--- src/rtl/vtg_pkg.sv ---
// Shared timing defaults, counter type and window helpers for the video timing generator.
package vtg_pkg;

    localparam int unsigned VTG_CNT_W = 9;

    typedef logic [VTG_CNT_W-1:0] vtg_cnt_t;

    localparam int unsigned VTG_MCLK_DIV   = 6;
    localparam int unsigned VTG_H_START    = 128;
    localparam int unsigned VTG_H_END      = 511;
    localparam int unsigned VTG_V_START    = 248;
    localparam int unsigned VTG_V_END      = 511;
    localparam int unsigned VTG_VINC_HPOS  = 175;
    localparam int unsigned VTG_HACT_START = 256;
    localparam int unsigned VTG_VACT_START = 272;
    localparam int unsigned VTG_VACT_END   = 495;
    localparam int unsigned VTG_HS_START   = 175;
    localparam int unsigned VTG_HS_END     = 206;
    localparam int unsigned VTG_VS_START   = 248;
    localparam int unsigned VTG_VS_END     = 255;
    localparam int unsigned VTG_DMA_START  = 480;
    localparam int unsigned VTG_DMA_END    = 495;
    localparam int unsigned VTG_BLK_DLY    = 22;
    localparam int unsigned VTG_OBJ_DLY    = 18;

    // Inclusive window test on a live counter value.
    function automatic logic vtg_in_win(input vtg_cnt_t cnt, input vtg_cnt_t lo,
                                        input vtg_cnt_t hi);
        return (cnt >= lo) && (cnt <= hi);
    endfunction

    // Elaboration helper: window [lo,hi] is ordered and lies inside [rlo,rhi].
    function automatic bit vtg_win_ok(input int unsigned lo, input int unsigned hi,
                                      input int unsigned rlo, input int unsigned rhi);
        return (lo <= hi) && (lo >= rlo) && (hi <= rhi);
    endfunction

endpackage

--- src/rtl/vtg_cen_gen.sv ---
// Master-clock divider producing the registered, active-low pixel clock-enable pair.
module vtg_cen_gen
    import vtg_pkg::*;
#(
    parameter int unsigned MCLK_DIV = VTG_MCLK_DIV
) (
    input  logic i_EMU_MCLK,
    input  logic i_MRST,
    output logic o_PXCEN_n,
    output logic o_PXNEGCEN_n
);

    localparam int unsigned DIV_W = (MCLK_DIV < 2) ? 1 : $clog2(MCLK_DIV);
    localparam logic [DIV_W-1:0] DIV_LAST = DIV_W'(MCLK_DIV - 1);
    localparam logic [DIV_W-1:0] DIV_HALF = DIV_W'(MCLK_DIV / 2 - 1);

    if (MCLK_DIV < 2 || (MCLK_DIV % 2) != 0) begin : g_bad_div
        $error("vtg_cen_gen: MCLK_DIV must be even and at least 2");
    end

    logic [DIV_W-1:0] r_div;
    logic [DIV_W-1:0] w_div_d;
    logic             r_pxcen_n;
    logic             r_pxnegcen_n;

    assign w_div_d = (r_div == DIV_LAST) ? '0 : r_div + DIV_W'(1);

    // Enables are decoded from the next divider value so they are low exactly while the
    // divider holds that value, yet still come straight from a flop.
    always_ff @(posedge i_EMU_MCLK) begin
        if (i_MRST) begin
            r_div        <= '0;
            r_pxcen_n    <= 1'b1;
            r_pxnegcen_n <= 1'b1;
        end else begin
            r_div        <= w_div_d;
            r_pxcen_n    <= (w_div_d != DIV_LAST);
            r_pxnegcen_n <= (w_div_d != DIV_HALF);
        end
    end

    assign o_PXCEN_n    = r_pxcen_n;
    assign o_PXNEGCEN_n = r_pxnegcen_n;

endmodule

--- src/rtl/param_video_timing_generator.sv ---
// Parameterised raster timing: H/V counters, sync/blank/DMA decode and delayed blank taps.
// Optional raster-line interrupt is built only when VTG_LINEIRQ_EN is defined.
module param_video_timing_generator
    import vtg_pkg::*;
#(
    parameter int unsigned MCLK_DIV   = VTG_MCLK_DIV,
    parameter int unsigned H_START    = VTG_H_START,
    parameter int unsigned H_END      = VTG_H_END,
    parameter int unsigned V_START    = VTG_V_START,
    parameter int unsigned V_END      = VTG_V_END,
    parameter int unsigned VINC_HPOS  = VTG_VINC_HPOS,
    parameter int unsigned HACT_START = VTG_HACT_START,
    parameter int unsigned VACT_START = VTG_VACT_START,
    parameter int unsigned VACT_END   = VTG_VACT_END,
    parameter int unsigned HS_START   = VTG_HS_START,
    parameter int unsigned HS_END     = VTG_HS_END,
    parameter int unsigned VS_START   = VTG_VS_START,
    parameter int unsigned VS_END     = VTG_VS_END,
    parameter int unsigned DMA_START  = VTG_DMA_START,
    parameter int unsigned DMA_END    = VTG_DMA_END,
    parameter int unsigned BLK_DLY    = VTG_BLK_DLY,
    parameter int unsigned OBJ_DLY    = VTG_OBJ_DLY
) (
    input  logic                 i_EMU_MCLK,
    input  logic                 i_MRST,
    input  logic                 i_HFLIP,
    input  logic                 i_VFLIP,
    input  logic [VTG_CNT_W-1:0] i_IRQLINE,
    input  logic                 i_IRQACK,
    output logic                 o_PXCEN_n,
    output logic                 o_PXNEGCEN_n,
    output logic [VTG_CNT_W-1:0] o_HCNTR,
    output logic [VTG_CNT_W-1:0] o_VCNTR,
    output logic [7:0]           o_HFLIPCNTR,
    output logic [7:0]           o_VFLIPCNTR,
    output logic                 o_HBLANK_n,
    output logic                 o_VBLANK_n,
    output logic                 o_HSYNC_n,
    output logic                 o_VSYNC_n,
    output logic                 o_CSYNC_n,
    output logic                 o_FRAMEPARITY,
    output logic                 o_DMA_n,
    output logic                 o_BLANK_n,
    output logic                 o_OBJBUFCLR,
    output logic                 o_IRQ_n
);

    localparam int unsigned CNT_MAX = (1 << VTG_CNT_W) - 1;

    localparam bit H_OK    = vtg_win_ok(H_START, H_END, 0, CNT_MAX);
    localparam bit V_OK    = vtg_win_ok(V_START, V_END, 0, CNT_MAX);
    localparam bit VINC_OK = vtg_win_ok(VINC_HPOS, VINC_HPOS, H_START, H_END);
    localparam bit HACT_OK = vtg_win_ok(HACT_START, HACT_START, H_START, H_END);
    localparam bit VACT_OK = vtg_win_ok(VACT_START, VACT_END, V_START, V_END);
    localparam bit HS_OK   = vtg_win_ok(HS_START, HS_END, H_START, H_END);
    localparam bit VS_OK   = vtg_win_ok(VS_START, VS_END, V_START, V_END);
    localparam bit DMA_OK  = vtg_win_ok(DMA_START, DMA_END, V_START, V_END);
    localparam bit DLY_OK  = (OBJ_DLY >= 1) && (OBJ_DLY <= BLK_DLY);

    if (!H_OK || !V_OK) begin : g_bad_range
        $error("param_video_timing_generator: H/V count range reversed or too wide");
    end
    if (!VINC_OK || !HACT_OK || !HS_OK) begin : g_bad_hwin
        $error("param_video_timing_generator: horizontal window outside H range");
    end
    if (!VACT_OK || !VS_OK || !DMA_OK) begin : g_bad_vwin
        $error("param_video_timing_generator: vertical window outside V range");
    end
    if (!DLY_OK) begin : g_bad_dly
        $error("param_video_timing_generator: need 1 <= OBJ_DLY <= BLK_DLY");
    end

    localparam vtg_cnt_t C_H_START    = vtg_cnt_t'(H_START);
    localparam vtg_cnt_t C_H_END      = vtg_cnt_t'(H_END);
    localparam vtg_cnt_t C_V_START    = vtg_cnt_t'(V_START);
    localparam vtg_cnt_t C_V_END      = vtg_cnt_t'(V_END);
    localparam vtg_cnt_t C_VINC_HPOS  = vtg_cnt_t'(VINC_HPOS);
    localparam vtg_cnt_t C_HACT_START = vtg_cnt_t'(HACT_START);
    localparam vtg_cnt_t C_VACT_START = vtg_cnt_t'(VACT_START);
    localparam vtg_cnt_t C_VACT_END   = vtg_cnt_t'(VACT_END);
    localparam vtg_cnt_t C_HS_START   = vtg_cnt_t'(HS_START);
    localparam vtg_cnt_t C_HS_END     = vtg_cnt_t'(HS_END);
    localparam vtg_cnt_t C_VS_START   = vtg_cnt_t'(VS_START);
    localparam vtg_cnt_t C_VS_END     = vtg_cnt_t'(VS_END);
    localparam vtg_cnt_t C_DMA_START  = vtg_cnt_t'(DMA_START);
    localparam vtg_cnt_t C_DMA_END    = vtg_cnt_t'(DMA_END);

    logic w_pxcen_n;
    logic w_pxnegcen_n;
    logic w_pxcen;

    vtg_cen_gen #(
        .MCLK_DIV (MCLK_DIV)
    ) u_cen_gen (
        .i_EMU_MCLK   (i_EMU_MCLK),
        .i_MRST       (i_MRST),
        .o_PXCEN_n    (w_pxcen_n),
        .o_PXNEGCEN_n (w_pxnegcen_n)
    );

    assign w_pxcen = ~w_pxcen_n;

    vtg_cnt_t           r_hcnt;
    vtg_cnt_t           r_vcnt;
    logic               r_parity;
    logic [BLK_DLY-1:0] r_blk_sr;

    vtg_cnt_t           w_hcnt_d;
    vtg_cnt_t           w_vcnt_d;
    logic               w_vinc;
    logic               w_vwrap;
    logic               w_hblank_n;
    logic               w_vblank_n;
    logic               w_hsync_n;
    logic               w_vsync_n;
    logic               w_blank_src;
    logic [BLK_DLY:0]   w_blk_sr_shift;

    assign w_vinc   = (r_hcnt == C_VINC_HPOS);
    assign w_vwrap  = w_vinc && (r_vcnt == C_V_END);
    assign w_hcnt_d = (r_hcnt == C_H_END) ? C_H_START : r_hcnt + vtg_cnt_t'(1);

    always_comb begin
        w_vcnt_d = r_vcnt;
        if (w_vinc) begin
            w_vcnt_d = (r_vcnt == C_V_END) ? C_V_START : r_vcnt + vtg_cnt_t'(1);
        end
    end

    assign w_hblank_n     = (r_hcnt >= C_HACT_START);
    assign w_vblank_n     = vtg_in_win(r_vcnt, C_VACT_START, C_VACT_END);
    assign w_hsync_n      = ~vtg_in_win(r_hcnt, C_HS_START, C_HS_END);
    assign w_vsync_n      = ~vtg_in_win(r_vcnt, C_VS_START, C_VS_END);
    assign w_blank_src    = w_hblank_n & w_vblank_n;
    // Stage 0 is the newest sample; stage N-1 is the blank seen N pixels ago.
    assign w_blk_sr_shift = {r_blk_sr, w_blank_src};

    always_ff @(posedge i_EMU_MCLK) begin
        if (i_MRST) begin
            r_hcnt   <= C_H_END;
            r_vcnt   <= C_V_END;
            r_parity <= 1'b0;
            r_blk_sr <= '1;
        end else if (w_pxcen) begin
            r_hcnt   <= w_hcnt_d;
            r_vcnt   <= w_vcnt_d;
            r_parity <= r_parity ^ w_vwrap;
            r_blk_sr <= w_blk_sr_shift[BLK_DLY-1:0];
        end
    end

`ifdef VTG_LINEIRQ_EN
    logic r_irq_n;
    logic w_irq_match;

    // Only fires on the pixel where V actually steps onto the compare line; an in-range
    // guard keeps out-of-raster lines from ever matching.
    assign w_irq_match = w_pxcen && w_vinc && (w_vcnt_d == i_IRQLINE) &&
                         vtg_in_win(i_IRQLINE, C_V_START, C_V_END);

    always_ff @(posedge i_EMU_MCLK) begin
        if (i_MRST) begin
            r_irq_n <= 1'b1;
        end else if (w_irq_match) begin
            r_irq_n <= 1'b0;
        end else if (i_IRQACK) begin
            r_irq_n <= 1'b1;
        end
    end

    assign o_IRQ_n = r_irq_n;
`else
    logic w_unused_irq;

    assign w_unused_irq = ^{i_IRQLINE, i_IRQACK};
    assign o_IRQ_n      = 1'b1;
`endif

    assign o_PXCEN_n     = w_pxcen_n;
    assign o_PXNEGCEN_n  = w_pxnegcen_n;
    assign o_HCNTR       = r_hcnt;
    assign o_VCNTR       = r_vcnt;
    assign o_HFLIPCNTR   = r_hcnt[7:0] ^ {8{i_HFLIP}};
    assign o_VFLIPCNTR   = r_vcnt[7:0] ^ {8{i_VFLIP}};
    assign o_HBLANK_n    = w_hblank_n;
    assign o_VBLANK_n    = w_vblank_n;
    assign o_HSYNC_n     = w_hsync_n;
    assign o_VSYNC_n     = w_vsync_n;
    assign o_CSYNC_n     = w_hsync_n & w_vsync_n;
    assign o_FRAMEPARITY = r_parity;
    assign o_DMA_n       = ~vtg_in_win(r_vcnt, C_DMA_START, C_DMA_END);
    assign o_BLANK_n     = r_blk_sr[BLK_DLY-1];
    assign o_OBJBUFCLR   = r_blk_sr[OBJ_DLY-1];

endmodule

--- config.mk ---
export PLATFORM = sky130hd
export DESIGN_NAME = param_video_timing_generator
export DESIGN_NICKNAME = d
export VERILOG_FILES = /design/src/rtl/vtg_pkg.sv /design/src/rtl/vtg_cen_gen.sv /design/src/rtl/param_video_timing_generator.sv
export SDC_FILE = /design/constraint.sdc
export NUM_CORES = 1
export LEC_CHECK = 0
export CORE_ASPECT_RATIO = 0.75
export CORE_MARGIN = 5
export CORE_UTILIZATION = 52
export DETAILED_ROUTE_END_ITERATION = 16
export MAX_ROUTING_LAYER = met4
export PLACE_DENSITY = 0.83
export SETUP_SLACK_MARGIN = 0.3
export SYNTH_ARGS = -nofsm -noshare
export SYNTH_HDL_FRONTEND = slang
export SYNTH_SLANG_ARGS = --single-unit
--- constraint.sdc ---
create_clock -name i_EMU_MCLK -period 3.85 [get_ports i_EMU_MCLK]
set_input_delay 0.77 -clock i_EMU_MCLK [delete_from_list [all_inputs] [get_ports i_EMU_MCLK]]
set_output_delay 0.77 -clock i_EMU_MCLK [all_outputs]
set_load 0.01 [all_outputs]
==> impl_metrics.tcl, run 1 <==
set metrics [dict create \
    holdCritPathClass "reg -> reg" \
    clk_latency_ns 0.29 \
    finalCritPeriodShare_pct 81.86 \
    nets 306 \
    dr.first_iter.drc_count 98 \
    crit_slowest_cell "dfxtp_1" \
    syn-instance-count 251 \
    fp.coreArea_mm2 0.004129 \
    fp-row-count 20 \
    cts_resized 0 \
    cts_hold_buf 0 \
    grt_pass1_wl_um 8093 \
    cts_buffers 5 \
    vdd_drop_max_v 0.0002477 \
    vias 1909 \
    final_cell_mix "48 x clkdlybuf4s50_1, 45 x dfxtp_1, 25 x nor2b_1, 25 x a211o_1, 16 x xor2_1" \
    met3_usage_pct 4.390 \
    cts_root_buf "clkbuf_8" \
    initial_core_util_pct 55.09 \
    syn2layout_area_growth_pct 26.62 \
    synth-edff-count 0 \
    ys_seq_area_share_pct 40.48 \
    p_clk_share_pct 42.8 \
    crit_top_cell "ha_1" \
    fin_skew_ns 0.005550 \
    grt_max_degree 37 \
    clockBufferDepth 2 \
    drv_cap 0 \
    hold_viol 0 \
    n_fill_cell 317 \
    setup_viol 0 \
    antenna_cells 0 \
    die_area_mm2 0.005811 \
    drive_above_1_share_pct 5.944 \
    crit_chain "ha_1 > nand4_1 > nor2_1 > ha_1 > o22ai_1 > and2_1 > clkdlybuf4s50_1" \
    slew_viol_final 0 \
    max-slew-margin-rel_pct 51.78 \
    viasPerCell 5.598 \
    dp_slack_ns 0.7584 \
    portBuffers 48 \
    netlist_area_mm2 0.002275 \
    clkTransAtPathRegs_ns 0.08 \
    p_int_mw 0.8043 \
    tns_ns 0 \
    yosys-top-cells-area "dfxtp_1 40%, a211o_1 9.6%, nor2b_1 6.9%" \
    wl_per_cell_um 13.91 \
    cp.required_ns 3.08 \
    wl_um 4745 \
    gr-usage-met1_pct 23.37 \
    gr-total-overflow 0 \
    yosysUniqueCellTypes 46 \
    synth_nets 272 \
    met2_usage_pct 26.72 \
    path_delay_family "simple AND/OR/NAND/NOR gates" \
    arrival_ns 2.38 \
    synthArstFlopShare_pct 0 \
    antenna_found_initial 0 \
    slowest_delay_ns 0.48 \
    ys_warn_count 0 \
    yosys.area.top_type "dfxtp_1" \
    rsz0062_at_grt "false" \
    post_cts_buffers 0 \
    clock-sinks 46 \
    power_frac_seq_pct 48.9 \
    cts_max_level 2 \
    cts_tree "built" \
    die_h_um 67.28 \
    groute.usage.overall_pct 17.72 \
    yosysTopAreaCellShare_pct 40.48 \
    syn_area_per_cell_um2 9.062 \
    ant_nets 0 \
    start_kind "flip-flop" \
    status "complete, no violations" \
    leakage_nw 1.144 \
    combPwrFrac_pct 8.4 \
    p_sw_share_pct 20.13 \
    critPathMaxFanout 7 \
    synth_ff_type "dfxtp_1" \
    cellPowerDensity_mw_per_mm2 349.6 \
    drcViolationCount 0 \
    final_common_cell "clkdlybuf4s50_1" \
    worstMarginPinSlew_ns 0.7178 \
    synth-seq-cells 46 \
    gp_congestion 0.9003 \
    dp_hpwl_um 3398 \
    critPathBufInv 1 \
    end_kind "output pin" \
    pin_count 60 \
    top_usage_layer "met2" \
    fmax_ghz 0.3173 \
    setup_ws_ns 0.6983 \
    grt_pass1_vias 1762 \
    dr.pass1.iters 4 \
    fp.dieW_um 86.37 \
    fin_crit_ns 3.152 \
    path_class "reg -> out" \
    power_switching_mw 0.2027 \
]
## sequential cells by signal, indices dropped and copies added, names as in the netlist
register	cells
o_HCNTR	9
o_VCNTR	9
o_FRAMEPARITY	1
u_cen_gen.r_div	3
u_cen_gen.o_PXNEGCEN_n	1
u_cen_gen.o_PXCEN_n	1
r_blk_sr	22
## cells in the mapped netlist, types with 2 or more instances
| cell | n |
|---|---|
| nand4_1 | 2 |
| buf_6 | 2 |
| nand3b_1 | 2 |
| o31ai_1 | 2 |
| a211o_1 | 25 |
| xor2_1 | 16 |
| or3_1 | 4 |
| ha_1 | 7 |
| dfxtp_1 | 46 |
| clkbuf_1 | 18 |
| nor2_1 | 12 |
| a221o_1 | 3 |
| o21bai_1 | 3 |
| a211oi_1 | 2 |
| nand2b_1 | 2 |
| a31oi_1 | 5 |
| inv_1 | 9 |
| a21oi_1 | 11 |
| nor2b_1 | 25 |
| nor3_1 | 6 |
| nand3_1 | 4 |
| and3_1 | 7 |
| buf_1 | 2 |
| o21ai_0 | 9 |
| nand2_1 | 6 |
## per-layer routing
metal	wire (um)	up-vias
met5	0	-
met4	28	0
met3	323	2
met2	2070	65
met1	2323	888
li1	-	954
## power by group through the flow
stage | sequential (mW) | combinational, mW | clock, mW
finish | 0.492 | 0.0843 | 0.431
global route | 0.494 | 0.0923 | 0.460
CTS | 0.492 | 0.0850 | 0.438
detailed placement | 0.503 | 0.0845 | 0
global placement | 0.503 | 0.0829 | 0
floorplan | 0.501 | 0.0493 | 0
## path summary, 6_finish.rpt
kind	slack, ns	cells after the start	from	end
max reg2reg	1.47	7	o_VCNTR[1]	o_FRAMEPARITY
min reg2reg	0.45	1	u_cen_gen.r_div[2]	u_cen_gen.o_PXCEN_n
min	0.45	1	u_cen_gen.r_div[2]	u_cen_gen.o_PXCEN_n
max	0.70	7	o_VCNTR[1]	o_CSYNC_n
## area by class of cell
class	instances	area, um^2	area share [%]
Clock buffer	6	82.58	2.867
Clock inverter	2	60.06	2.085
Inverter	9	33.78	1.173
Multi-Input combinational cell	172	1210	42.01
Sequential cell	46	922.1	32.02
Tap cell	55	68.82	2.389
Timing Repair Buffer	51	503.0	17.46
## metrics by stage
stage	hold slack, ns	instance area, um^2	instances	utilization, %	total power, mW
floorplan	0.3992	2275	251	-	0.5503
CTS	0.4520	2880	341	69.76	1.015
global route	0.4669	2880	341	69.76	1.046
detailed placement	0.4313	2738	333	66.30	0.5877
finish	0.4493	2880	341	69.76	1.007
global placement	0.4207	2738	333	66.30	0.5856
## cell families after synthesis
| group | synth area share (%) |
|---|---|
| other | 0.1649 |
| buffers and inverters | 6.325 |
| and+or+nand+nor | 21.01 |
| AOI/OAI and AO/OA | 21.62 |
| DFF | 40.48 |
| xor gates and xnor gates | 6.546 |
| adders and majority gates | 3.850 |
(Power assumes the default switching activity.)
==> inputs of run 2 (changes only) <==
CORE_UTILIZATION = 48   (was 52)
PLACE_DENSITY = 0.77   (was 0.83)
clock period = 3.08 ns   (was 3.85 ns; I/O delays follow)
==> impl_metrics.tcl, run 2 (synthesis gave the netlist of run 1 again) <==
set metrics [dict create \
    worstMarginPinSlew_ns 0.7317 \
    die_area_mm2 0.006230 \
    clk_latency_ns 0.29 \
    gr-total-overflow 0 \
    tns_ns 0 \
    start_kind "flip-flop" \
    antenna_found_initial 0 \
    whs_ns 0.4337 \
    dr.pass1.iters 4 \
    final_common_cell "clkdlybuf4s50_1" \
    clockBufferDepth 2 \
    crit_chain "ha_4 > nand4_1 > nor2_2 > ha_1 > o22ai_2 > and2_1 > clkdlybuf4s50_1" \
    fin_crit_ns 2.676 \
    fmax_ghz 0.3737 \
    die_h_um 69.62 \
    ant_nets 0 \
    critPathBufInv 1 \
    pin_count 60 \
    cts_root_buf "clkbuf_8" \
    slew_viol_final 0 \
    setup_viol 0 \
    viasPerCell 5.464 \
    wl_per_cell_um 13.61 \
    place_area_mm2 0.002763 \
    vias 1896 \
    clkTransAtPathRegs_ns 0.08 \
    hold_viol 0 \
    final_cell_mix "46 x clkdlybuf4s50_1, 41 x dfxtp_1, 25 x nor2b_1, 25 x a211o_1, 16 x xor2_1" \
    drive_above_1_share_pct 9.655 \
    regMostFlops "r_blk_sr" \
    grt_max_degree 36 \
    clock-sinks 46 \
    holdCritPathClass "reg -> reg" \
    fin_cells 347 \
    status "complete, no violations" \
    vdd_drop_max_v 0.0002154 \
    fp-row-count 21 \
    syn2layout_area_growth_pct 28.11 \
    cts_tree "built" \
    end_kind "output pin" \
    largest_reg_flops 22 \
    initial_core_util_pct 50.33 \
    max-slew-margin-rel_pct 50.84 \
    dr.first_iter.drc_count 115 \
    fin_skew_ns 0.002699 \
    final_cell_area_mm2 0.002914 \
    cts_buffers 5 \
    slowest_delay_ns 0.47 \
    groute.usage.overall_pct 15.94 \
    placed_cells 338 \
    path_class "reg -> out" \
    fp.coreArea_mm2 0.004519 \
    critPathMaxFanout 8 \
    power_mw 1.132 \
    cts_max_level 2 \
    leakage_nw 1.169 \
    dp_hpwl_um 3367 \
    grt_pass1_vias 1698 \
    drv_cap 0 \
    nets 310 \
    crit_slowest_cell "clkdlybuf4s50_1" \
    gp_congestion 0.8608 \
    portBuffers 48 \
    finalCritPeriodShare_pct 86.89 \
    drcViolationCount 0 \
    antenna_cells 0 \
    arrival_ns 2.06 \
    fp.dieW_um 89.49 \
    wl_um 4721 \
    path_delay_family "simple AND/OR/NAND/NOR gates" \
    rsz0062_at_grt "true" \
    cp.required_ns 2.46 \
    cellPowerDensity_mw_per_mm2 388.6 \
    grt_pass1_wl_um 7803 \
]
==> run 2: cell types whose count changed in the layout (fill, tap and decap cells not counted), moves of 2 or more <==
cell / change
clkdlybuf4s50_1: -2
clkbuf_8: +2
dfxtp_1: -4
dlymetal6s2s_1: +2
buf_4: +4
dfxtp_2: +3
bufinv_16: -2
==> run 2: cell type report <==
| class | instances | area (um^2) |
|---|---|---|
| sequential | 46 | 929.6 |
| inverter | 9 | 33.78 |
| multi-input combinational | 172 | 1231 |
| timing repair buffer | 55 | 538.0 |
| fill | 371 | 1605 |
| tap | 57 | 71.32 |
| clock buffer | 8 | 110.1 |
==> run 2: repair_timing <==
item,CTS,global route
hold buffers,0,0
endpoints found under the setup margin,2,7
pin swaps,0,0
setup buffers,1,0
resized for setup,3,8
==> run 2: per-layer routing <==
layer	share of wire, %	global-route usage, %	vias up
met2	42	22.40	62
met3	6.4	3.800	5
met1	50	22.55	866
li1	-	-	963
met4	1.0	4.628	0
met5	0	-	-
==> run 2: where the power goes <==
group	internal [mW]	leakage [nW]	switching, mW	total, mW
combinational	0.0552	0.740	0.0496	0.105
sequential	0.603	0.371	0.0102	0.614
clock	0.227	0.0575	0.187	0.414
total	0.885	1.17	0.247	1.13
==> run 2: final timing paths <==
path,startpoint,slack (ns),to,depth (start not counted)
worst max register to register,o_HCNTR[1],0.91,o_HCNTR[6],7
worst min register to register,u_cen_gen.r_div[2],0.43,u_cen_gen.o_PXCEN_n,1
worst min-delay path,u_cen_gen.r_div[2],0.43,u_cen_gen.o_PXCEN_n,1
worst max-delay path,o_VCNTR[0],0.40,o_CSYNC_n,7
==> run 2: worst register-to-register path, cell delays in order, from the launching register on <==
cell,delay (ns)
dfxtp_2,0.43
ha_1,0.24
and3_1,0.21
and3_1,0.21
and3_1,0.17
ha_1,0.35
o21bai_1,0.12
a221o_1,0.34
==> run 2: metrics by stage <==
stage,setup WS [ns],util (%)
after floorplan,0.9010,-
after global placement,0.3943,61.13
after detailed placement,0.3511,61.13
after CTS,0.3095,63.87
after global routing,0.2831,64.48
final,0.4037,64.48
